`src/rtl/icache_direct_mapped_if.sv`:
```
// Purpose: core-side and memory-side bus of the direct-mapped instruction cache.
//   proc_* : core request (read/write/addr/wdata) and response (stall/rdata)
//   mem_*  : line fill request (read/write/addr/wdata) and response (rdata/ready)
// Modports: slave = the cache, master = the core and memory side that drives it.
interface icache_direct_mapped_if;
    localparam int unsigned ADDR_W  = 30;
    localparam int unsigned LADDR_W = 28;
    localparam int unsigned WORD_W  = 32;
    localparam int unsigned LINE_W  = 128;

    logic                 proc_read;
    logic                 proc_write;
    logic [ADDR_W-1:0]    proc_addr;
    logic [WORD_W-1:0]    proc_wdata;
    logic                 proc_stall;
    logic [WORD_W-1:0]    proc_rdata;

    logic                 mem_read;
    logic                 mem_write;
    logic [LADDR_W-1:0]   mem_addr;
    logic [LINE_W-1:0]    mem_wdata;
    logic [LINE_W-1:0]    mem_rdata;
    logic                 mem_ready;

    modport slave (
        input  proc_read, proc_write, proc_addr, proc_wdata,
        output proc_stall, proc_rdata,
        output mem_read, mem_write, mem_addr, mem_wdata,
        input  mem_rdata, mem_ready
    );

    modport master (
        output proc_read, proc_write, proc_addr, proc_wdata,
        input  proc_stall, proc_rdata,
        input  mem_read, mem_write, mem_addr, mem_wdata,
        output mem_rdata, mem_ready
    );
endinterface

```
`src/rtl/icache_direct_mapped.sv`:
```
// Purpose: read-only direct-mapped instruction cache, 2**IDX_W lines of 4 words.
//   Hits return the word combinationally with no stall; a miss stalls the core,
//   fetches the whole line from memory and re-looks it up once the fill lands.
// Ports:
//   clk    - rising-edge clock
//   rst_n  - synchronous reset, active HIGH despite the name (kept for the core's port map)
//   bus    - icache_direct_mapped_if.slave: proc_* core port, mem_* fill port
//   stat_hit / stat_miss (32b) - hit and miss counters, only with ICACHE_STATS_EN defined
// Build option: ICACHE_STATS_EN adds the statistics counters and their ports.
module icache_direct_mapped #(
    parameter int unsigned IDX_W = 3
) (
    input  logic                   clk,
    input  logic                   rst_n,
    icache_direct_mapped_if.slave  bus
`ifdef ICACHE_STATS_EN
    ,
    output logic [31:0]            stat_hit,
    output logic [31:0]            stat_miss
`endif
);
    localparam int unsigned LINES   = 2 ** IDX_W;
    localparam int unsigned TAG_W   = 30 - 2 - IDX_W;
    localparam int unsigned LADDR_W = 28;
    localparam int unsigned WORD_W  = 32;
    localparam int unsigned LINE_W  = 128;

    typedef enum logic [0:0] {
        S_IDLE  = 1'b0,
        S_FETCH = 1'b1
    } state_e;

    state_e               state_q, state_d;
    logic [LADDR_W-1:0]   miss_addr_q, miss_addr_d;
    logic                 mem_read_q, mem_read_d;
    logic [LINES-1:0]     valid_q, valid_d;
    logic [TAG_W-1:0]     tag_arr_q  [LINES];
    logic [LINE_W-1:0]    data_arr_q [LINES];

    logic [IDX_W-1:0]     idx_c;
    logic [TAG_W-1:0]     tag_c;
    logic [1:0]           off_c;
    logic [IDX_W-1:0]     miss_idx_c;
    logic [TAG_W-1:0]     miss_tag_c;
    logic                 hit_c;
    logic                 fill_c;
    logic                 start_miss_c;

    // Write data and proc_write are never consumed by a read-only cache.
    logic unused_c;
    assign unused_c = ^{bus.proc_write, bus.proc_wdata};

    // Address split and lookup.
    assign off_c      = bus.proc_addr[1:0];
    assign idx_c      = bus.proc_addr[IDX_W+1:2];
    assign tag_c      = bus.proc_addr[29:IDX_W+2];
    assign miss_idx_c = miss_addr_q[IDX_W-1:0];
    assign miss_tag_c = miss_addr_q[LADDR_W-1:IDX_W];
    assign hit_c      = bus.proc_read & valid_q[idx_c] & (tag_arr_q[idx_c] == tag_c);

    // Response to the core; rdata forced to zero whenever there is no hit.
    assign bus.proc_rdata = hit_c ? data_arr_q[idx_c][{off_c, 5'b0} +: WORD_W] : WORD_W'(0);
    assign bus.proc_stall = (state_q == S_FETCH) |
                            ((state_q == S_IDLE) & bus.proc_read & ~hit_c);

    assign bus.mem_read  = mem_read_q;
    assign bus.mem_addr  = miss_addr_q;
    assign bus.mem_write = 1'b0;
    assign bus.mem_wdata = LINE_W'(0);

    // Next-state logic; the latched miss address is the only fill target, so a
    // redirected core cannot retarget a fill already in flight.
    always_comb begin
        state_d      = state_q;
        miss_addr_d  = miss_addr_q;
        mem_read_d   = mem_read_q;
        valid_d      = valid_q;
        fill_c       = 1'b0;
        start_miss_c = 1'b0;
        case (state_q)
            S_IDLE: begin
                if (bus.proc_read && !hit_c) begin
                    state_d      = S_FETCH;
                    miss_addr_d  = bus.proc_addr[29:2];
                    mem_read_d   = 1'b1;
                    start_miss_c = 1'b1;
                end
            end
            S_FETCH: begin
                if (bus.mem_ready) begin
                    state_d             = S_IDLE;
                    mem_read_d          = 1'b0;
                    fill_c              = 1'b1;
                    valid_d[miss_idx_c] = 1'b1;
                end
            end
            default: begin
                state_d    = S_IDLE;
                mem_read_d = 1'b0;
            end
        endcase
    end

    // Control state; reset clears valid bits but leaves tag/data storage alone.
    always_ff @(posedge clk) begin
        if (rst_n) begin
            state_q     <= S_IDLE;
            miss_addr_q <= LADDR_W'(0);
            mem_read_q  <= 1'b0;
            valid_q     <= LINES'(0);
        end else begin
            state_q     <= state_d;
            miss_addr_q <= miss_addr_d;
            mem_read_q  <= mem_read_d;
            valid_q     <= valid_d;
        end
    end

    // Line storage, written only by a completing fill.
    always_ff @(posedge clk) begin
        if (fill_c) begin
            tag_arr_q[miss_idx_c]  <= miss_tag_c;
            data_arr_q[miss_idx_c] <= bus.mem_rdata;
        end
    end

`ifdef ICACHE_STATS_EN
    logic [31:0] stat_hit_q, stat_hit_d;
    logic [31:0] stat_miss_q, stat_miss_d;

    // Hits are counted per IDLE cycle, misses per fill started; both wrap.
    always_comb begin
        stat_hit_d  = stat_hit_q;
        stat_miss_d = stat_miss_q;
        if ((state_q == S_IDLE) && hit_c) begin
            stat_hit_d = stat_hit_q + 32'd1;
        end
        if (start_miss_c) begin
            stat_miss_d = stat_miss_q + 32'd1;
        end
    end

    always_ff @(posedge clk) begin
        if (rst_n) begin
            stat_hit_q  <= 32'd0;
            stat_miss_q <= 32'd0;
        end else begin
            stat_hit_q  <= stat_hit_d;
            stat_miss_q <= stat_miss_d;
        end
    end

    assign stat_hit  = stat_hit_q;
    assign stat_miss = stat_miss_q;
`else
    logic unused_start_c;
    assign unused_start_c = start_miss_c;
`endif
endmodule

```
`src/flat_wrapper.sv`:
```
// flat-port wrapper written by rule: the top's interface ports become plain ports
module icache_direct_mapped_flat 
#(
    parameter int unsigned IDX_W = 3
)
  (clk, rst_n, bus_proc_read, bus_proc_write, bus_proc_addr, bus_proc_wdata, bus_proc_stall, bus_proc_rdata, bus_mem_read, bus_mem_write, bus_mem_addr, bus_mem_wdata, bus_mem_rdata, bus_mem_ready);
  icache_direct_mapped_if bus_i ();
  input  logic clk;
  input  logic rst_n;
  input wire logic [$bits(bus_i.proc_read)-1:0] bus_proc_read;
  input wire logic [$bits(bus_i.proc_write)-1:0] bus_proc_write;
  input wire logic [$bits(bus_i.proc_addr)-1:0] bus_proc_addr;
  input wire logic [$bits(bus_i.proc_wdata)-1:0] bus_proc_wdata;
  output wire logic [$bits(bus_i.proc_stall)-1:0] bus_proc_stall;
  output wire logic [$bits(bus_i.proc_rdata)-1:0] bus_proc_rdata;
  output wire logic [$bits(bus_i.mem_read)-1:0] bus_mem_read;
  output wire logic [$bits(bus_i.mem_write)-1:0] bus_mem_write;
  output wire logic [$bits(bus_i.mem_addr)-1:0] bus_mem_addr;
  output wire logic [$bits(bus_i.mem_wdata)-1:0] bus_mem_wdata;
  input wire logic [$bits(bus_i.mem_rdata)-1:0] bus_mem_rdata;
  input wire logic [$bits(bus_i.mem_ready)-1:0] bus_mem_ready;
  assign bus_i.proc_read = bus_proc_read;
  assign bus_i.proc_write = bus_proc_write;
  assign bus_i.proc_addr = bus_proc_addr;
  assign bus_i.proc_wdata = bus_proc_wdata;
  assign bus_proc_stall = bus_i.proc_stall;
  assign bus_proc_rdata = bus_i.proc_rdata;
  assign bus_mem_read = bus_i.mem_read;
  assign bus_mem_write = bus_i.mem_write;
  assign bus_mem_addr = bus_i.mem_addr;
  assign bus_mem_wdata = bus_i.mem_wdata;
  assign bus_i.mem_rdata = bus_mem_rdata;
  assign bus_i.mem_ready = bus_mem_ready;
  icache_direct_mapped #(.IDX_W(IDX_W)) u_core (.clk(clk), .rst_n(rst_n), .bus(bus_i));
endmodule
```
`config.mk`:
```
export PLATFORM = sky130hd
export DESIGN_NAME = icache_direct_mapped_flat
export DESIGN_NICKNAME = d
export VERILOG_FILES = /design/src/rtl/icache_direct_mapped_if.sv /design/src/rtl/icache_direct_mapped.sv /design/src/flat_wrapper.sv
export SDC_FILE = /design/constraint.sdc
export NUM_CORES = 1
export LEC_CHECK = 0
export ABC_AREA = 1
export CORE_UTILIZATION = 50
export CTS_CLUSTER_DIAMETER = 150
export DETAILED_ROUTE_END_ITERATION = 8
export PLACE_DENSITY_LB_ADDON = 0.15
export SLEW_MARGIN = 0
export SYNTH_ARGS = -nofsm -noshare
export SYNTH_HDL_FRONTEND = slang
export SYNTH_SLANG_ARGS = --single-unit
export TNS_END_PERCENT = 50
```
`constraint.sdc`:
```
create_clock -name clk -period 19.6 [get_ports clk]
set_input_delay 4.9 -clock clk [delete_from_list [all_inputs] [get_ports clk]]
set_output_delay 4.9 -clock clk [all_outputs]
set_load 0.005 [all_outputs]
```
==> qor.csv, run 1 <==
stage,metric,value,unit
finish,post-route-util,57.4,%
routing,antenna_left,0,
global_routing,grt_pass1_wl,199,mm
synthesis,avgSynthCellArea,12.1,um^2
power,power_per_cell_area,97.9,mW/mm^2
power,vdd_drop_max,0.0000659,V
global_routing,grt_max_degree,189,
cts,cts.sinks,1262,
routing,wl_per_cell,22.9,um
synthesis,ys_types,30,
place,dp_slack,5.09,ns
power,p_total,5.76,mW
timing,fin_crit_sh,74.3,%
synthesis,yosys_register_bits,1262,
min_path,min_from,u_core.valid_q[7],
routing,first_pass_iters,5,
place,port_buffers,223,
routing,drtIter0Drc,3002,
finish,mostFrequentLayoutCell,edfxtp_1,
synthesis,synthCells,4294,
worst_setup_path,cp_max_fo,82,
die,start_util,50.7,%
cts,cts_setup_buffers,0,
finish,num-nets-final,4616,
routing,viasPerCell,5.65,
cts,clockRootBuffer,clkbuf_16,
run_status,status,completed,
worst_setup_path,regToRegSetupSlack,15.09,ns
routing,via_count,33300,
timing,fmax,68.6,MHz
worst_setup_path,worst_r2r_path_depth,7,
synthesis,synth_edf_count,1224,
flow_run,drv_cap,0,
die,chipHeight,324,um
min_path,min_path_cells,2,
global_routing,grtUsageTotal,25.3,%
finish,drive_above_1_share,5.31,%
timing,worst_slew_pin_slew,1.11,ns
die,dieArea,0.105,mm^2
die,die_width,324,um
place,dp.final_hpwl,70.0,mm
cts,cts_resized,0,
cts,clk_latency,0.73,ns
worst_setup_path,worst-setup-path-type,in -> out,
worst_setup_path,startpoint,bus_proc_addr[2],
worst_setup_path,worstPathArrival,9.67,ns
timing,skew,0.0205,ns
worst_setup_path,worst_setup_path_end_kind,output pin,
finish,final_cell_mix,"edfxtp_1 (1,224), nand2_1 (1,213), a21oi_1 (414)",
routing,drc,0,
finish,area_growth,13.1,%
finish,fillerInstances,8289,
timing,setup_slack,5.03,ns
synthesis,yosysSeqAreaShare,72.1,%
cts,cts_tree,yes,
timing,hold_violations,0,
min_path,whs_endpoint,u_core.valid_q[7],
synthesis,yosysWarnings,0,
place,routabilityCongestion,0.776,
cts,cts-htree-levels,4,
timing,hold_slack,0.464,ns
worst_setup_path,crit_slowest_cell,buf_4,
synthesis,async_reset_ff_share,0,%
global_routing,grt_antenna_before_repair,24,
place,dp.cells,5654,
synthesis,syn-cell-area,0.0520,mm^2
die,ios,386,
worst_setup_path,cp_top_family,buffers and inverters,
timing,drv_slew,0,
die,core_area,0.102,mm^2
cts,cts_buffers,133,
worst_setup_path,crit_path_start_kind,input pin,
timing,max-slew-margin-rel,25.8,%
worst_setup_path,path_common_cell,nand2_1,
power,leakage,21.0,nW
worst_setup_path,reg2reg_to,u_core.data_arr_q[2][108],
worst_setup_path,critical_path.cell_chain,"buf_8, buf_4, buf_4, buf_4, nand2_1, a32o_1, o211ai_1, nand2_1, nand2_1, nand2_1, nor3_1, clkdlybuf4s50_1",
worst_setup_path,crit_buf_inv,5,
cts,clk_pin_slew,0.06,ns
timing,rsz0062_at_grt,false,
routing,routed_wl,135,mm
worst_setup_path,crit_required,14.70,ns
global_routing,grt_pass1_vias,31000,
worst_setup_path,max_stage_delay,0.80,ns
finish,final_cells,5898,
timing,setup_viol,0,
synthesis,synth_ff_type,edfxtp_1,
place,place_area,0.0547,mm^2
min_path,hp-class,reg -> reg,
worst_setup_path,r2r_start,u_core.state_q,
timing,finalSetupTns,0,ns
timing,fin_crit,14.57,ns
die,rows,117,
cts,postCtsHoldBufs,0,
global_routing,grt_overflow,0,
finish,final_cell_area,0.0588,mm^2
cts,cts_max_path_buffers,3,
-- power by group --
part / total [mW] / internal, mW / switching, mW
clock network: 2.36 / 1.37 / 0.990
logic: 0.387 / 0.120 / 0.266
registers: 3.01 / 2.99 / 0.0164
total: 5.76 / 4.48 / 1.27
-- worst min-delay path, stage by stage, from the launching register on --
cell     delay [ns]
dfxtp_1        0.32
nor2_1         0.04
nor2_1         0.07
-- routing by layer --
| layer | part of all wire (%) | GRT usage, % |
|---|---|---|
| met5 | 0.12 | 0 |
| met3 | 8.4 | 5.95 |
| met1 | 42 | 35.2 |
| met2 | 46 | 39.0 |
| met4 | 2.7 | 8.74 |
-- worst max path at each step --
stage                     slack (ns)  cells past startpoint                      end
after floorplan                 7.41                      4  u_core.data_arr_q[0][0]
after global placement          5.07                     12       bus_proc_rdata[11]
after detailed placement        5.09                     12       bus_proc_rdata[11]
after CTS                       5.06                     12       bus_proc_rdata[11]
after global routing            4.73                     14       bus_proc_rdata[12]
final                           5.03                     12       bus_proc_rdata[11]
-- final cells by class --
class	count	area, um^2	share of cell area, %
Antenna cell	8	20.0	0.0341
Clock buffer	173	3600	6.13
Clock inverter	63	449	0.764
Inverter	152	592	1.01
Multi-Input combinational cell	2600	12200	20.7
Sequential cell	1262	37500	63.8
Tap cell	1368	1710	2.91
Timing Repair Buffer	272	2710	4.60
-- cell usage after synthesis (6+ instances only) --
| master | n | share of area [%] |
|---|---|---|
| buf_1 | 32 | 0.23 |
| inv_1 | 145 | 1.0 |
| a221o_1 | 58 | 1.1 |
| nand2_1 | 1214 | 8.8 |
| nor2_1 | 179 | 1.3 |
| o21ai_1 | 18 | 0.17 |
| o21ai_0 | 30 | 0.29 |
| buf_4 | 143 | 2.1 |
| a221oi_1 | 6 | 0.10 |
| o311ai_0 | 12 | 0.20 |
| clkbuf_1 | 114 | 0.82 |
| dfxtp_1 | 38 | 1.5 |
| o211ai_1 | 54 | 0.78 |
| nor3_1 | 36 | 0.35 |
| buf_6 | 10 | 0.22 |
| nand3_1 | 293 | 2.8 |
| a32o_1 | 50 | 0.96 |
| a21oi_1 | 414 | 4.0 |
| a22oi_1 | 91 | 1.3 |
| buf_2 | 109 | 1.0 |
| edfxtp_1 | 1224 | 71 |
-- logic make-up after synthesis --
group / after synthesis / share of synthesized area [%]
AND/OR/NAND/NOR: 1729 / 13.3
flip-flops: 1262 / 72.1
AO/OA/AOI/OAI: 742 / 9.06
other: 1 / 0.00721
buffers and inverters: 560 / 5.48
-- flip-flops by register name, indices dropped and copies added, names as in the netlist --
signal,cells
u_core.bus.mem_addr,28
u_core.data_arr_q,1024
u_core.valid_q,8
u_core.state_q,1
u_core.bus.mem_read,1
u_core.tag_arr_q,200
No activity file was read; power rests on OpenSTA's default activity.
==> inputs of run 2 (changes only) <==
==> constraint.sdc (replaced) <==
create_clock -name clk -period 14.8 [get_ports clk]
set_input_delay 3.7 -clock clk [delete_from_list [all_inputs] [get_ports clk]]
set_output_delay 3.7 -clock clk [all_outputs]
set_load 0.005 [all_outputs]
==> qor.csv, run 2 (synthesis results as in run 1) <==
stage,metric,value,unit,change
worst_setup_path,reg2reg_to,u_core.data_arr_q[6][31],,
finish,fillerInstances,8331,,+0.51%
timing,fin_crit,11.81,ns,
power,combPwrFrac,6.6,%,about the same
routing,drc,0,,unchanged
worst_setup_path,regToRegSetupSlack,11.33,ns,-3.76 ns
timing,worst_slew_pin_slew,1.25,ns,+0.137 ns
cts,clk_pin_slew,0.06,ns,about the same
worst_setup_path,worst_r2r_path_depth,6,,-1
global_routing,grt_pass1_wl,199,mm,+0.23%
place,dp.final_hpwl,68.7,mm,-1.8%
finish,largest_register_ff_count,1024,,unchanged
min_path,min_path_cells,2,,unchanged
worst_setup_path,worstPathArrival,8.11,ns,-1.56 ns
global_routing,grtUsageTotal,25.2,%,-0.071 points
power,power_per_cell_area,131,mW/mm^2,+33%
timing,rsz0062_at_grt,false,,
finish,mostFrequentLayoutCell,edfxtp_1,,
cts,cts.sinks,1262,,unchanged
cts,cts_max_path_buffers,3,,unchanged
min_path,hp-class,reg -> reg,,
power,power.switching,1.71,mW,+35%
finish,area_growth,13.4,%,
timing,drv_slew,0,,unchanged
worst_setup_path,path_common_cell,nand2_1,,
timing,max-slew-margin-rel,16.6,%,-9.1 points
timing,finalSetupTns,0,ns,unchanged
die,rows,117,,unchanged
finish,multi_input_area,0.0122,mm^2,unchanged
cts,clk_latency,0.75,ns,+0.02 ns
cts,cts_buffers,134,,+0.75%
min_path,whs_endpoint,u_core.bus.mem_read,,
finish,num-nets-final,4614,,-0.043%
flow_run,drv_cap,0,,unchanged
power,vdd_drop_max,0.0000854,V,+30%
power,intPower,5.99,mW,+34%
routing,first_pass_iters,5,,unchanged
place,routabilityCongestion,0.791,,+1.9%
power,p_sw_share,22.2,%,+0.12 points
place,dp.cells,5651,,-0.053%
timing,setup_viol,0,,unchanged
run_status,status,completed,,
routing,wl_per_cell,22.8,um,-0.60%
routing,antenna_left,0,,unchanged
worst_setup_path,worst_setup_path_end_kind,output pin,,
routing,routed_wl,134,mm,-0.60%
worst_setup_path,crit_slowest_cell,o211ai_1,,
timing,hold_violations,0,,unchanged
min_path,min_from,u_core.bus.mem_read,,
finish,final_cells,5898,,unchanged
routing,viasPerCell,5.64,,-0.26%
die,core_area,0.102,mm^2,unchanged
timing,skew,0.0177,ns,-0.00278 ns
cts,cts-htree-levels,4,,unchanged
finish,top_register,u_core.data_arr_q,,
power,leakage,21.0,nW,+0.27%
global_routing,grt_pass1_vias,31200,,+0.49%
cts,cts_resized,0,,unchanged
finish,drive_above_1_share,5.40,%,+0.094 points
power,seqPwrFrac,51.7,%,-0.6 points
worst_setup_path,worst-setup-path-type,in -> out,,
cts,cts_setup_buffers,0,,unchanged
timing,hold_slack,0.466,ns,+0.00159 ns
worst_setup_path,r2r_start,u_core.state_q,,
power,pwr-share-clk,41.6,%,+0.6 points
worst_setup_path,critical_path.cell_chain,"buf_8, inv_8, buf_12, nand2_1, a32o_1, o211ai_1, nand2_1, nand2_1, nand2_1, nor3_1, clkdlybuf4s50_1",,
timing,fmax,84.7,MHz,
global_routing,grt_overflow,0,,unchanged
finish,final_cell_mix,"edfxtp_1 (1,224), nand2_1 (1,213), a21oi_1 (414)",,
finish,register_area,0.0375,mm^2,unchanged
die,chipHeight,324,um,unchanged
die,die_width,324,um,unchanged
die,start_util,50.7,%,unchanged
worst_setup_path,crit_required,11.10,ns,-3.60 ns
die,dieArea,0.105,mm^2,unchanged
routing,drtIter0Drc,3273,,+9.0%
cts,clockRootBuffer,clkbuf_16,,
cts,postCtsHoldBufs,0,,unchanged
cts,cts_tree,yes,,
worst_setup_path,cp_max_fo,202,,+150%
place,port_buffers,223,,unchanged
global_routing,grt_antenna_before_repair,27,,+13%
die,ios,386,,unchanged
global_routing,grt_max_degree,203,,+7.4%
worst_setup_path,max_stage_delay,0.70,ns,-0.10 ns
timing,fin_crit_sh,79.8,%,
routing,via_count,33200,,-0.26%
worst_setup_path,crit_path_start_kind,input pin,,
run 2: cell types whose count changed in the layout (fill, tap and decap cells not counted), moves of 2 or more:
cell / before / now
bufinv_16: 6 / 8
buf_4: 42 / 35
buf_12: 8 / 12
clkinv_1: 36 / 27
diode_2: 8 / 13
clkinv_8: 0 / 5
run 2: layout make-up:
| type | instances | area share [%] |
|---|---|---|
| diodes | 13 | 0.0552 |
| flip-flops and latches | 1262 | 63.6 |
| multi-input cells | 2600 | 20.7 |
| inverters | 152 | 1.00 |
| repair buffers | 269 | 4.64 |
| clock inverters | 60 | 0.932 |
| well taps | 1368 | 2.90 |
| clock buffers | 174 | 6.16 |
run 2: through the flow:
step	worst slack, ns	util (%)	total power [mW]	instance area (um^2)
2_1_floorplan	3.81	-	4.37	52500
3_3_place_gp	3.22	53.4	4.56	54700
3_5_place_dp	3.18	53.4	4.57	54700
4_1_cts	3.17	57.5	7.75	58900
5_1_grt	2.85	57.5	7.94	58900
6_report	2.99	57.5	7.71	59000
run 2: critical path, delay by kind of cell:
family | cells | cell delay [ns]
buffers and inverters | 4 | 2.14
AOI/OAI and AO/OA | 2 | 0.96
and+or+nand+nor | 5 | 0.81
run 2: routing by layer:
metal  up-vias  part of all wire, %  track usage, %
met1     16400                   43            35.6
met2      1246                   47            39.5
met4        28                  2.4            8.38
met3       197                  7.3            4.71
met5         -                 0.15               0
li1      15400                    -               -
run 2: how the worst max path moves through the flow:
| stage | start | endpoint | depth (start not counted) |
|---|---|---|---|
| floorplan | bus_mem_ready | u_core.data_arr_q[0][0] | 4 |
| global placement | bus_proc_addr[2] | bus_proc_rdata[21] | 11 |
| detailed placement | bus_proc_addr[2] | bus_proc_rdata[21] | 11 |
| CTS | bus_proc_addr[2] | bus_proc_rdata[21] | 11 |
| global route | bus_proc_addr[2] | bus_proc_rdata[21] | 11 |
| finish | bus_proc_addr[2] | bus_proc_rdata[21] | 11 |
run 2: power by group through the flow:
stage | registers, mW | logic [mW] | clock network [mW]
2_1_floorplan | 4.06 | 0.311 | 0
3_3_place_gp | 4.06 | 0.504 | 0
3_5_place_dp | 4.06 | 0.510 | 0
4_1_cts | 3.99 | 0.512 | 3.26
5_1_grt | 3.99 | 0.560 | 3.39
6_report | 3.99 | 0.511 | 3.21
